## config.mk

```make
export PLATFORM = sky130hd
export DESIGN_NAME = wb_stage_buf
export DESIGN_NICKNAME = d
export VERILOG_FILES = /design/src/rtl/wb_stage_buf.sv
export SDC_FILE = /design/constraint.sdc
export NUM_CORES = 1
export LEC_CHECK = 0
export BUFFER_PORTS_ARGS = -buffer_cell sky130_fd_sc_hd__buf_2
export CAP_MARGIN = 20
export CORE_MARGIN = 10
export CORE_UTILIZATION = 45
export CTS_CLUSTER_SIZE = 24
export DETAILED_ROUTE_END_ITERATION = 10
export PLACE_DENSITY = 0.75
export SLEW_MARGIN = 25
export SYNTH_ARGS = -nofsm -noshare
export SYNTH_HDL_FRONTEND = slang
export SYNTH_SLANG_ARGS = --single-unit
```

## constraint.sdc

```tcl
create_clock -name clk -period 10.24 [get_ports clk]
set_input_delay 1.024 -clock clk [delete_from_list [all_inputs] [get_ports clk]]
set_output_delay 1.024 -clock clk [all_outputs]
set_load 0.01 [all_outputs]
```

## src/rtl/wb_stage_buf.sv

```systemverilog
// Writeback stage buffer: formats load results at enqueue, holds them in a
// DEPTH-entry FIFO in front of the register-file write port, and exposes a
// combinational forwarding search over the buffered entries.
module wb_stage_buf #(
    parameter int XLEN       = 64,
    parameter int REG_ADDR_W = 5,
    parameter int DEPTH      = 2
) (
    input  logic                    clk,
    input  logic                    rst_n,
    input  logic                    flush,
    input  logic                    in_valid,
    output logic                    in_ready,
    input  logic [XLEN-1:0]         in_alu_result,
    input  logic [XLEN-1:0]         in_mem_data,
    input  logic [2:0]              in_addr_lo,
    input  logic [2:0]              in_funct3,
    input  logic                    in_mem_to_reg,
    input  logic                    in_reg_write,
    input  logic [REG_ADDR_W-1:0]   in_rd_addr,
    input  logic                    wb_ready,
    output logic [XLEN-1:0]         write_back_data,
    output logic [REG_ADDR_W-1:0]   write_back_addr,
    output logic                    reg_write_back,
    output logic                    wb_valid,
    input  logic [REG_ADDR_W-1:0]   fwd_rs_addr,
    output logic                    fwd_hit,
    output logic [XLEN-1:0]         fwd_data,
    output logic [$clog2(DEPTH):0]  count
);

    localparam int PW = $clog2(DEPTH);
    localparam int CW = PW + 1;

    // Entry storage is deliberately not reset; validity comes from r_count.
    logic [XLEN-1:0]       r_data [DEPTH];
    logic [REG_ADDR_W-1:0] r_rd   [DEPTH];
    logic                  r_we   [DEPTH];

    logic [PW-1:0] r_wptr;
    logic [PW-1:0] r_rptr;
    logic [CW-1:0] r_count;

    logic          w_full;
    logic          w_empty;
    logic          w_enq;
    logic          w_deq;
    logic [5:0]    w_shamt;
    logic [2:0]    w_f3;
    logic [XLEN-1:0] w_shift;
    logic [XLEN-1:0] w_load;
    logic [XLEN-1:0] w_result;
    logic [PW-1:0] w_fidx;

    assign w_full   = (r_count == CW'(DEPTH));
    assign w_empty  = (r_count == '0);
    assign w_enq    = in_valid & ~w_full & ~flush;
    assign w_deq    = ~w_empty & wb_ready & ~flush;

    assign in_ready = ~w_full;
    assign wb_valid = ~w_empty;
    assign count    = r_count;

    // Load alignment and extension; 32-bit datapaths ignore addr bit 2 and
    // fold the doubleword/unsigned-word encodings onto LW.
    always_comb begin
        w_shamt = '0;
        w_f3    = in_funct3;
        w_load  = '0;
        if (XLEN == 32) begin
            w_shamt = {1'b0, in_addr_lo[1:0], 3'b000};
            if (in_funct3 == 3'b011 || in_funct3 == 3'b110 || in_funct3 == 3'b111)
                w_f3 = 3'b010;
        end else begin
            w_shamt = {in_addr_lo, 3'b000};
            if (in_funct3 == 3'b111)
                w_f3 = 3'b011;
        end
        w_shift = in_mem_data >> w_shamt;
        case (w_f3)
            3'b000:  w_load = XLEN'($signed(w_shift[7:0]));
            3'b001:  w_load = XLEN'($signed(w_shift[15:0]));
            3'b010:  w_load = XLEN'($signed(w_shift[31:0]));
            3'b100:  w_load = XLEN'(w_shift[7:0]);
            3'b101:  w_load = XLEN'(w_shift[15:0]);
            3'b110:  w_load = XLEN'(w_shift[31:0]);
            default: w_load = w_shift;
        endcase
        w_result = in_mem_to_reg ? w_load : in_alu_result;
    end

    // Pointer and occupancy update; flush clears everything and wins over
    // any same-cycle enqueue or dequeue.
    always_ff @(posedge clk or negedge rst_n) begin
        if (!rst_n) begin
            r_wptr  <= '0;
            r_rptr  <= '0;
            r_count <= '0;
        end else if (flush) begin
            r_wptr  <= '0;
            r_rptr  <= '0;
            r_count <= '0;
        end else begin
            if (w_enq) r_wptr <= r_wptr + 1'b1;
            if (w_deq) r_rptr <= r_rptr + 1'b1;
            if (w_enq && !w_deq)      r_count <= r_count + 1'b1;
            else if (!w_enq && w_deq) r_count <= r_count - 1'b1;
        end
    end

    // Write the already formatted result into the tail slot.
    always_ff @(posedge clk) begin
        if (w_enq) begin
            r_data[r_wptr] <= w_result;
            r_rd[r_wptr]   <= in_rd_addr;
            r_we[r_wptr]   <= in_reg_write;
        end
    end

    assign write_back_data = r_data[r_rptr];
    assign write_back_addr = r_rd[r_rptr];
    // wb_valid gates first so an empty FIFO never leaks stale/unknown storage.
    assign reg_write_back  = wb_valid & r_we[r_rptr] & (r_rd[r_rptr] != '0);

    // Walk entries oldest to youngest; later matches overwrite earlier ones
    // so the youngest writer to the queried register wins.
    always_comb begin
        fwd_hit  = 1'b0;
        fwd_data = '0;
        w_fidx   = '0;
        for (int i = 0; i < DEPTH; i++) begin
            w_fidx = r_rptr + PW'(i);
            if ((CW'(i) < r_count) && r_we[w_fidx] &&
                (r_rd[w_fidx] == fwd_rs_addr) && (fwd_rs_addr != '0)) begin
                fwd_hit  = 1'b1;
                fwd_data = r_data[w_fidx];
            end
        end
    end

endmodule

```

* Word level (Yosys, flattened, before mapping) *
Memories as Yosys holds them, arrays and structs flattened.
Cells that the tools add are included.

storage, ports and cells
  register bits = 4
  bits in writable memories = 140
  input port bits = 151
  output and inout bits = 139
  logic and storage cells = 64
  memories kept = 3

operators by class
  $add $sub $neg = 4
  order comparisons = 2
  equality and inequality tests = 9
  shift operators = 1
  mux-type cells = 16
  bitwise operators = 9
  reduce and logical (&&, ||, !) cells = 17

memory list
  name    words  width  read ports  clocked after Yosys merged registers in  wr ports  line  text
  r_data  2      64     2           0                                        1         36    logic [XLEN-1:0] r_data [DEPTH];
  r_rd    2      5      2           0                                        1         37    logic [REG_ADDR_W-1:0] r_rd [DEPTH];
  r_we    2      1      2           0                                        1         38    logic r_we [DEPTH];

operators with widths
  kind                   count
  $pmux W64 S6           1
  $mux W64               3
  $shr A64 B6 Y64        1
  $eq A3 B3 Y1 const B   4
  $eq A5 B5 Y1           2
  $reduce_bool A5 Y1     2
  $logic_and A1 B1 Y1    8
  $mux W1                8
  $and A1 B1 Y1          6
  $mux W2                3
  $lt A1 B2 Y1 const A   2
  $reduce_bool A2 Y1     2
  $eq A3 B1 Y1 const B   1
  $eq A3 B2 Y1 const B   1
  $logic_not A3 Y1       1
  $mux W3                1
  $not A1 Y1             3
  $reduce_bool A3 Y1     1
  $add A1 B1 Y1 const B  2
  $add A2 B1 Y2 const B  1
  $eq A2 B2 Y1 const B   1
  $logic_not A1 Y1       2
  $logic_not A2 Y1       1
  $sub A2 B1 Y2 const B  1

* Logic depth before layout (Yosys ltp) *
Gate-level depths: netlist (run 1).

  depth after elaboration = 9
  gate-level depth with buffers = 11
  mapped depth without buffers = 7

* Worst setup path after synthesis (run 1) *
No wires, ideal clock.

  kind = input port to flip-flop
  start point = in in_valid
  end point = mem r_data[1][0], enable pin
  setup time = 599 ps
  data arrival time = 6343 ps
  required time = 9641 ps
  path slack = 3298 ps
  cell stages on the path = 2
  path through = nand2_1 -> nor3b_1

between the ends
  cells in the longest elaborated chain, start to end = 4

RTL lines
  what                           line  text
  start, declared                12    input logic in_valid,
  $and A1 B1 Y1 (2 in series)    57    assign w_enq = in_valid & ~w_full & ~flush;
  $mux W1                        113   if (w_enq) begin
  $mux W1 (not written as such)  114   r_data[r_wptr] <= w_result;
  end, declared                  36

Every way passes these cells.

* Worst setup path after layout (run 1) *
  start point = reg r_rptr
  end point = out fwd_data[25]

between the ends
  cells in the longest elaborated chain, start to end = 6
  elaborated cells on any way between the ends = 14

RTL lines
  what                                                        line      text
  start, declared                                             41        logic [PW-1:0] r_rptr;
  start signal, assigned                                      105       if (w_deq) r_rptr <= r_rptr + 1'b1;
  $add A1 B1 Y1 (tied with other cells)                       132       w_fidx = r_rptr + PW'(i);
  $mem_v2 Z2 W5 (tied with other cells)                       -
  $eq A5 B5 Y1 / $logic_and A1 B1 Y1 (equally long branches)  134, 133
  $logic_and A1 B1 Y1 (on tied branches)                      133, 134
  $logic_and A1 B1 Y1 / $mux W64 (equally long branches)      134, 133
  $mux W64 (*)                                                133       if ((CW'(i) < r_count) && r_we[w_fidx] &&
  end, declared                                               28        output logic [XLEN-1:0] fwd_data,

Every way passes the cells marked *; elsewhere a longest branch is shown, timed or not.

==> impl_metrics.ini, run 1 <==
[die]
core_area_sq_mm = 0.01889
ios = 290
dieArea_sq_mm = 0.02543
start_util_pct = 46.34
dieHeight_microns = 159.5
row_count = 50
die_w_microns = 159.5

[timing]
rsz0062_at_grt = no
finalCriticalPeriod_ns = 5.576
setup_violations = 0
worst_hold_slack_ns = 0.3963
tightestPinTransition_ns = 0.9773
slew_headroom_pct = 34.85
final.period_utilization_pct = 54.45
hold_viol = 0
fmax_mhz = 179.3
clock_skew_ns = 0.006696
slew_viol_final = 0
timing.setup.tns_ns = 0

[worst_setup_path]
crit_chain = buf_4 > mux2_2 > xor2_1 > nor4_1 > nand4_1 > mux2i_4 > buf_4 > a22o_1 > buf_2
path_buf_inv = 3
startpoint_type = register
critPathMaxStageDelay_ns = 0.71
worst-setup-path-type = reg2out
cp.required_ns = 9.22
arrival_ns = 4.55
cp-end-kind = primary output
worst_path_most_repeated_cell = buf_4
critPathTopFamily = buffers and inverters
worstRegToRegCells = 6
critPathMaxFanout = 51
cp_slowest_cell = dfrtp_4
crit_cells = 9

[synth]
synth-simple-area-share_pct = 8.775
ys_top_cells_by_count = edfxtp_1 (140), nor2_1 (85), mux2_2 (79)
ys.flop_type = edfxtp_1
ys_warn_count = 0
async_flop_share_pct = 2.778
yosysTopAreaCell = edfxtp_1
syn_area_per_cell_sq_um = 11.24
synth.net_count = 933
yosys.cell_count.top_type = edfxtp_1
synth_compound_area_share_pct = 17.16
syn_area_sq_mm = 0.008755
ys_ff_latch = 144
synth_edf_count = 140
synth.distinct_cells = 43
netlist_instances = 779
synthTopCellsByArea = edfxtp_1 (48%), mux2_2 (10%), mux2i_1 (7.5%)
synth_seq_area_share_pct = 49.16
yosysTopAreaCellShare_pct = 48.02
synth.area.mux_share_pct = 18.99
synthAdderAreaFrac_pct = 0.4288
synth_xor_area_share_pct = 1.401
synth_top_family_by_area = multiplexers

[clocking]
clk_latency_ns = 0.43
clkTransAtPathRegs_ns = 0.06
clock-root-buffer = clkbuf_16
cts_hold_buffers = 0
ctsResizeCount = 0
cts_buffer_depth = 2
cts.sinks = 144
post-cts-setup-buffers = 0
cts_tree = built
cts_buffers = 17
htreeDepth = 4

[final_layout]
multi_input_area_sq_mm = 0.004116
fillers = 1680
area_growth_pct = 24.83
seq_area_sq_mm = 0.004308
drive_gt1_share_pct = 42.38
layout.nets = 1184

[grt]
antenna_found_initial = 9
overflow = 0
grt_usage_pct = 21.95
grt_max_degree = 82
grt_pass1_wl_microns = 43570
grt_pass1_vias = 7353

[detailed_routing]
route.detailed.drc = 0
wl_per_cell_microns = 22.25
ant_nets = 0
via_per_inst = 5.626
routed_wirelength_microns = 29140
num_vias = 7370
drt_pass1_iterations = 5
drtIter0Drc = 533

[status]
run_status = finished, final reports clean

[power_and_ir_drop]
leakage_nw = 4.473
p_per_area_mw_per_mm2 = 183.4
ir_drop_uv = 101.8

[placed_design]
port_buffers = 289
gp_congestion = 0.8633
dpl.hpwl_microns = 22210

[worst_hold_path]
hp-class = in2async

[job]
maxCapViolCount = 0
cells by family (layout without fill, tap and decap cells):
group	Yosys count	count (layout)
buf+inv	79	343
mux	150	150
other cells	0	7
compound gates	210	210
simple gates	179	179
flops	144	144
xor+xnor	14	14
fa+ha+maj	3	3
worst register-to-register path, delay by kind of cell (launching register included):
family | cells | cell delay [ns]
buffers and inverters | 3 | 0.94
and+or+nand+nor | 2 | 0.52
DFF | 1 | 0.43
adders and majority gates | 1 | 0.19
final timing paths:
kind,startpoint,endpoint,slack [ns]
max,r_rptr,fwd_data[25],4.66
min,rst_n,count[1],0.40
max reg2reg,count[0],r_data[1][16],7.73
min reg2reg,r_wptr,r_wptr,0.57
max in group asynchronous,rst_n,r_rptr,9.71
min in group clk,r_wptr,r_wptr,0.57
flip-flops by register name, indices dropped and copies added, names as in the netlist:
signal / flops
r_data: 128
r_rd: 10
count: 2
r_we: 2
r_rptr: 1
r_wptr: 1
cell type report:
class	count	share of cell area, %
sequential	144	39.42
multi-input combinational	556	37.67
timing repair buffer	298	13.85
clock buffer	17	3.893
tap	260	2.977
clock inverter	15	1.580
inverter	13	0.4465
antenna	7	0.1603
per-stage QoR:
step | instance area (sq um) | cells | power (mW) | setup WS (ns) | util (%)
after detailed placement | 10310 | 1271 | 1.390 | 5.177 | 54.58
after global routing | 10930 | 1310 | 2.097 | 4.453 | 57.84
final | 10930 | 1310 | 2.004 | 4.664 | 57.84
after global placement | 10310 | 1271 | 1.382 | 5.260 | 54.58
after CTS | 10910 | 1303 | 2.018 | 4.709 | 57.75
after floorplan | 8755 | 779 | 1.173 | 3.298 | -
where the power goes:
part	leakage, nW	internal (mW)	total [mW]	switching (mW)
Clock	0.290	0.367	0.626	0.259
Sequential	1.34	0.729	0.780	0.0507
Combinational	2.85	0.268	0.598	0.330
per-layer routing:
metal  vias up  routed length, microns  global-route usage, %
met2       325                   14070                  35.21
li1       3462                       -                      -
met3        45                    2167                  5.964
met1      3534                   12070                  27.15
met5         -                      31                      0
met4         4                     805                  9.520
layout by cell type (no fill, tap or decap), types with 9 or more instances in the layout:
cell       synthesis  final
mux2_2            79     79
a21oi_1           49     49
edfxtp_1         140    140
buf_2             18    289
mux2i_1           66     65
xnor2_1           10     10
a211oi_1          20     20
a22o_1            64     64
a21oi_2           20     20
buf_4              0      9
o21ai_0           21     21
nand2_1           58     58
inv_1             12     12
clkbuf_16          0     17
o22ai_1           11     11
nor2_1            85     85
Note: power is estimated with default switching activity, not from simulation.
==> run 2, diff against run 1 <==
--- a/config.mk
+++ b/config.mk
@@ -5,13 +5,14 @@
 export SDC_FILE = /design/constraint.sdc
 export NUM_CORES = 1
 export LEC_CHECK = 0
+export ABC_AREA = 1
 export BUFFER_PORTS_ARGS = -buffer_cell sky130_fd_sc_hd__buf_2
 export CAP_MARGIN = 20
 export CORE_MARGIN = 10
 export CORE_UTILIZATION = 45
 export CTS_CLUSTER_SIZE = 24
 export DETAILED_ROUTE_END_ITERATION = 10
-export PLACE_DENSITY = 0.75
+export PLACE_DENSITY = 0.74
 export SLEW_MARGIN = 25
 export SYNTH_ARGS = -nofsm -noshare
 export SYNTH_HDL_FRONTEND = slang
==> constraint.sdc (replaced) <==
create_clock -name clk -period 5.31 [get_ports clk]
set_input_delay 0.531 -clock clk [delete_from_list [all_inputs] [get_ports clk]]
set_output_delay 0.531 -clock clk [all_outputs]
set_load 0.01 [all_outputs]
==> run 2 against run 1 <==
Via count grew 50%. First-iteration DRC count grew to 2.6 times the previous value. Global-route usage grew 2.7 points. Power grew 100%. Sequential share of layout area shrank 4.0 points. Count of clock-buffer cells in the layout grew 3. Cell count grew 50%. Clock skew grew 0.0044 ns. Hold slack lost 0.097 ns. Critical path depth grew 1. Critical endpoint is now fwd_data[41]. Highest routed layer unchanged.
==> impl_metrics.ini, run 2 <==
[worst_setup_path]
worstRegToRegCells = 6
cp.required_ns = 4.78
critPathMaxStageDelay_ns = 0.84
worst-setup-path-type = reg2out
worst_path_most_repeated_cell = nand2_1
critPathTopFamily = simple AND/OR/NAND/NOR gates
cp_slowest_cell = dfrtp_4
critPathMaxFanout = 71
path_buf_inv = 3
r2r_end = r_data[0][13]
r2r_setup_slack_ns = 2.43
cp-end-kind = primary output
arrival_ns = 3.77
crit_chain = inv_4 > nand2_1 > nand2_1 > nand2_1 > o21ai_0 > nor2_4 > buf_4 > nand4_1 > nand2_1 > buf_2
startpoint_type = register
r2r-start = count[0]

[synth]
syn_area_per_cell_sq_um = 6.961
ys_ff_latch = 144
synth_seq_area_share_pct = 42.32
ys.flop_type = edfxtp_1
synthTopCellsByArea = edfxtp_1 (41%), nand2_1 (16%), o21ai_0 (10%)
yosys.cell_count.top_type = nand2_1
async_flop_share_pct = 2.778
synth.net_count = 1615
synth.distinct_cells = 29
yosysTopAreaCell = edfxtp_1
ys_top_cells_by_count = nand2_1 (438), o21ai_0 (204), nor2_1 (160)
syn_area_sq_mm = 0.01017
ys_warn_count = 0
yosysTopAreaCellShare_pct = 41.34
synth_edf_count = 140
netlist_instances = 1461

[detailed_routing]
num_vias = 11030
wl_per_cell_microns = 18.98
routed_wirelength_microns = 37230
drtIter0Drc = 1369
ant_nets = 0
drt_pass1_iterations = 8
route.detailed.drc = 0
via_per_inst = 5.624

[grt]
grt_max_degree = 85
grt_pass1_wl_microns = 56680
antenna_found_initial = 4
overflow = 0
grt_usage_pct = 24.60
grt_pass1_vias = 10300

[die]
dieHeight_microns = 170.3
die_w_microns = 170.3
ios = 290
start_util_pct = 46.17
core_area_sq_mm = 0.02203
row_count = 54
dieArea_sq_mm = 0.02901

[timing]
rsz0062_at_grt = no
worst_hold_slack_ns = 0.2998
timing.setup.tns_ns = 0
setup_violations = 0
fmax_mhz = 232.7
final.period_utilization_pct = 80.92
hold_viol = 0
finalCriticalPeriod_ns = 4.297
slew_headroom_pct = 33.02
clock_skew_ns = 0.01106
slew_viol_final = 0
tightestPinTransition_ns = 1.005

[final_layout]
final_common_cell = nand2_1
area_growth_pct = 19.73
max_flop_register = r_data
fillers = 2085
layout.nets = 1819
largest_reg_flops = 128
drive_gt1_share_pct = 21.16
top_regs = r_data: 128 flops, r_rd: 10 flops
layout_common_cells = nand2_1 (438), buf_2 (287), o21ai_0 (204)

[worst_hold_path]
hp-class = in2reg
worstHoldPathCells = 1
hold_start = in_rd_addr[3]
hold-path-endpoint = r_rd[0][3]

[placed_design]
gp_congestion = 0.9157
dpl.hpwl_microns = 27380
port_buffers = 289

[power_and_ir_drop]
ir_drop_uv = 181.8
leakage_nw = 5.819
p_per_area_mw_per_mm2 = 336.1
p_int_mw = 2.539
power_switching_mw = 1.554
sequentialPowerShare_pct = 35.7
switching_share_pct = 37.96
power_frac_comb_pct = 34.4
clock_power_share_pct = 29.9

[job]
maxCapViolCount = 0

[clocking]
clkTransAtPathRegs_ns = 0.06
htreeDepth = 4
clock-root-buffer = clkbuf_16
cts_buffers = 17
cts.sinks = 144
cts_tree = built
cts_buffer_depth = 2
clk_latency_ns = 0.43

[status]
run_status = finished, final reports clean
run 2: cell count changes in the layout (fill, tap and decap cells not counted), moves of 63 or more:
cell     before  now
o21ai_0      21  204
a22o_1       64    0
nand2_1      58  438
mux2_2       79    0
nand3_1       6  151
nand4_1       3   66
mux2i_1      65    0
nor2_1       85  156
inv_1        12   94
run 2: worst max-delay path by stage:
stage,to,depth (start not counted),startpoint,slack [ns]
2_1_floorplan,r_data[0][0],5,count[0],0.90
3_3_place_gp,fwd_data[32],10,r_rptr,1.56
3_5_place_dp,fwd_data[41],10,r_rptr,1.53
4_1_cts,fwd_data[41],10,r_rptr,1.08
5_1_grt,fwd_data[41],10,r_rptr,0.73
6_report,fwd_data[41],10,r_rptr,1.01
run 2: area by class of cell:
type / instances / area [sq um] / share of cell area [%]
Clock inverter: 12 / 157.7 / 1.295
Tap cell: 280 / 350.3 / 2.877
Multi-Input combinational cell: 1103 / 4989 / 40.97
Timing Repair Buffer: 302 / 1551 / 12.74
Clock buffer: 20 / 446.7 / 3.668
Antenna cell: 3 / 7.507 / 0.06165
Sequential cell: 144 / 4308 / 35.38
Inverter: 97 / 366.6 / 3.011
run 2: kinds of logic after synthesis:
logic type / count (synthesis) / share of synthesized area [%]
xor+xnor: 2 / 0.1723
buf+inv: 214 / 9.080
simple gates: 836 / 34.94
flops: 144 / 42.32
fa+ha+maj: 3 / 0.3691
compound gates: 262 / 13.12
run 2: power groups by stage:
stage	combinational [mW]	clock [mW]	sequential, mW
5_1_grt	1.55	1.29	1.47
2_1_floorplan	0.912	0	1.44
3_3_place_gp	1.37	0	1.48
6_report	1.41	1.22	1.46
4_1_cts	1.40	1.23	1.46
3_5_place_dp	1.39	0	1.48
run 2: through the flow:
step	utilization [%]	cell area (sq um)	worst slack, ns	instances	power (mW)
after floorplan	-	10170	0.8976	1461	2.355
after global placement	52.45	11550	1.559	1925	2.846
final	55.28	12180	1.013	1961	4.093
after global routing	55.28	12180	0.7253	1961	4.307
after CTS	55.24	12170	1.077	1958	4.085
after detailed placement	52.45	11550	1.532	1925	2.873
run 2: what timing repair did:
item                      in CTS  in global routing
hold endpoints to repair       4                  0
hold buffers                   1                  0
resized for setup              0                  0
buffers inserted               0                  0
run 2: per-layer routing:
metal  global-route usage [%]  routed length [microns]  vias to the layer above
met5                        0                       18                        -
met1                    31.75                    15630                     5040
met3                    5.437                     3382                       68
li1                         -                        -                     5327
met2                    39.76                    17210                      592
met4                    8.772                      983                        2
==> run 3, diff against run 2 <==
--- a/config.mk
+++ b/config.mk
@@ -12,7 +12,7 @@
 export CORE_UTILIZATION = 45
 export CTS_CLUSTER_SIZE = 24
 export DETAILED_ROUTE_END_ITERATION = 10
-export PLACE_DENSITY = 0.74
+export PLACE_DENSITY = 0.76
 export SLEW_MARGIN = 25
 export SYNTH_ARGS = -nofsm -noshare
 export SYNTH_HDL_FRONTEND = slang
==> constraint.sdc (replaced) <==
create_clock -name clk -period 3.9 [get_ports clk]
set_input_delay 0.39 -clock clk [delete_from_list [all_inputs] [get_ports clk]]
set_output_delay 0.39 -clock clk [all_outputs]
set_load 0.01 [all_outputs]
==> run 3 against run 2 <==
Combinational power up 38%. Global-route usage down 0.24 points. Wire length down 0.43%. Worst setup slack worse by 0.53 ns. Sequential share of layout area about the same. Largest cell class unchanged. Highest routed layer unchanged. Sequential power up 35%. Via count up 0.46%. Die area unchanged. Count of clock-buffer cells in the layout unchanged. Clock skew down 0.0013 ns. Sequential cell count unchanged.
==> impl_metrics.ini, run 3 (synthesis results as in run 2) <==
[status]
run_status = finished, final reports clean

[clocking]
ctsResizeCount = 0
cts_tree = built
htreeDepth = 4
cts_buffers = 17
clock-root-buffer = clkbuf_16
cts.sinks = 144
clk_latency_ns = 0.42
cts_buffer_depth = 2
clkTransAtPathRegs_ns = 0.06

[placed_design]
dpl.hpwl_microns = 27480
port_buffers = 289
gp_congestion = 0.9345
dp.cells = 1932

[worst_setup_path]
r2r_end = r_data[0][13]
cp-end-kind = primary output
arrival_ns = 3.03
critPathMaxFanout = 65
worst-setup-path-type = reg2out
cp_slowest_cell = dfrtp_4
cp.required_ns = 3.51
crit_chain = inv_4 > nand2_1 > nand2_1 > o21ai_0 > nor2_4 > nand3_2 > buf_4 > o21ai_0 > buf_2
r2r_setup_slack_ns = 1.53
r2r-start = count[0]
startpoint_type = register
critPathMaxStageDelay_ns = 0.68
worstRegToRegCells = 6

[timing]
final.period_utilization_pct = 87.64
hold_viol = 0
rsz0062_at_grt = no
finalCriticalPeriod_ns = 3.418
tightestPinTransition_ns = 1.037
clock_skew_ns = 0.009729
fmax_mhz = 292.6
timing.setup.tns_ns = 0
slew_headroom_pct = 30.85
setup_violations = 0
slew_viol_final = 0

[worst_hold_path]
hp-class = in2reg
hold-path-endpoint = r_rd[1][1]
worstHoldPathCells = 1
hold_start = in_rd_addr[1]

[detailed_routing]
drtIter0Drc = 1290
ant_nets = 0
num_vias = 11080
route.detailed.drc = 0
wl_per_cell_microns = 18.82
routed_wirelength_microns = 37070
drt_pass1_iterations = 5
via_per_inst = 5.624

[final_layout]
top_regs = r_data: 128 flops, r_rd: 10 flops
largest_reg_flops = 128
layout_common_cells = nand2_1 (438), buf_2 (288), o21ai_0 (204)
drive_gt1_share_pct = 21.48
seq_area_sq_mm = 0.004308
multi_input_area_sq_mm = 0.004989
area_growth_pct = 19.81
max_flop_register = r_data
fillers = 2148
finalNonFillerCells = 1970
final_common_cell = nand2_1
layout.nets = 1826

[grt]
antenna_found_initial = 6
grt_pass1_vias = 10340
grt_usage_pct = 24.36
grt_pass1_wl_microns = 56090
grt_max_degree = 71
overflow = 0

[die]
start_util_pct = 46.17
dieHeight_microns = 170.3
die_w_microns = 170.3
core_area_sq_mm = 0.02203
row_count = 54
dieArea_sq_mm = 0.02901
ios = 290

[job]
maxCapViolCount = 0

[power_and_ir_drop]
ir_drop_uv = 258.8
leakage_nw = 5.828
p_per_area_mw_per_mm2 = 446.8
finalPower_mw = 5.444
==> run 3: layout make-up <==
type | count | share of cell area [%]
timing repair buffer | 309 | 13.14
tap | 280 | 2.875
sequential | 144 | 35.36
multi-input combinational | 1103 | 40.94
clock buffer | 20 | 3.666
antenna | 5 | 0.1027
clock inverter | 12 | 0.9037
inverter | 97 | 3.009
==> run 3: power by group <==
group          internal (mW)  total [mW]  switching (mW)
registers               1.88        1.97          0.0856
clock network          0.895        1.54           0.640
logic                  0.564        1.94            1.38
total                   3.34        5.44            2.10
==> run 3: worst max-delay path: cells and delay by family (launching register included) <==
kind	cells	cell delay, ns
buffers and inverters	3	0.97
flip-flops	1	0.68
AO/OA/AOI/OAI	2	0.60
AND/OR/NAND/NOR	4	0.32
==> run 3: how the worst max path moves through the flow <==
stage | from | endpoint | slack, ns | cells past startpoint
6_report | r_rptr | fwd_hit | 0.48 | 9
5_1_grt | r_rptr | fwd_data[59] | 0.22 | 11
4_1_cts | r_rptr | fwd_hit | 0.48 | 9
3_5_place_dp | in_addr_lo[1] | r_data[0][2] | 0.91 | 7
3_3_place_gp | in_addr_lo[1] | r_data[0][2] | 0.91 | 7
2_1_floorplan | count[0] | r_data[0][0] | 0.63 | 5
==> run 3: metrics by stage <==
| step | util [%] | instance area (sq um) | hold WS [ns] | setup WS (ns) |
|---|---|---|---|---|
| 6_report | 55.32 | 12180 | 0.1635 | 0.4821 |
| 5_1_grt | 55.31 | 12180 | 0.1487 | 0.2162 |
| 4_1_cts | 55.26 | 12170 | 0.1515 | 0.4775 |
| 3_5_place_dp | 52.69 | 11600 | 0.2146 | 0.9081 |
| 3_3_place_gp | 52.69 | 11600 | 0.2109 | 0.9145 |
| 2_1_floorplan | - | 10180 | 0.09441 | 0.6343 |
==> run 3: per-layer routing <==
metal / GRT usage, % / vias to the layer above / part of all wire [%]
li1: - / 5335 / -
met1: 31.27 / 5072 / 42
met2: 38.78 / 608 / 46
met3: 6.085 / 63 / 9.8
met4: 9.306 / 2 / 2.8
met5: 0 / - / 0.035
==> run 3: timing repair <==
item / CTS / global route
endpoints found under the hold margin: 4 / 0
buffers inserted: 0 / 0
hold buffers: 1 / 0
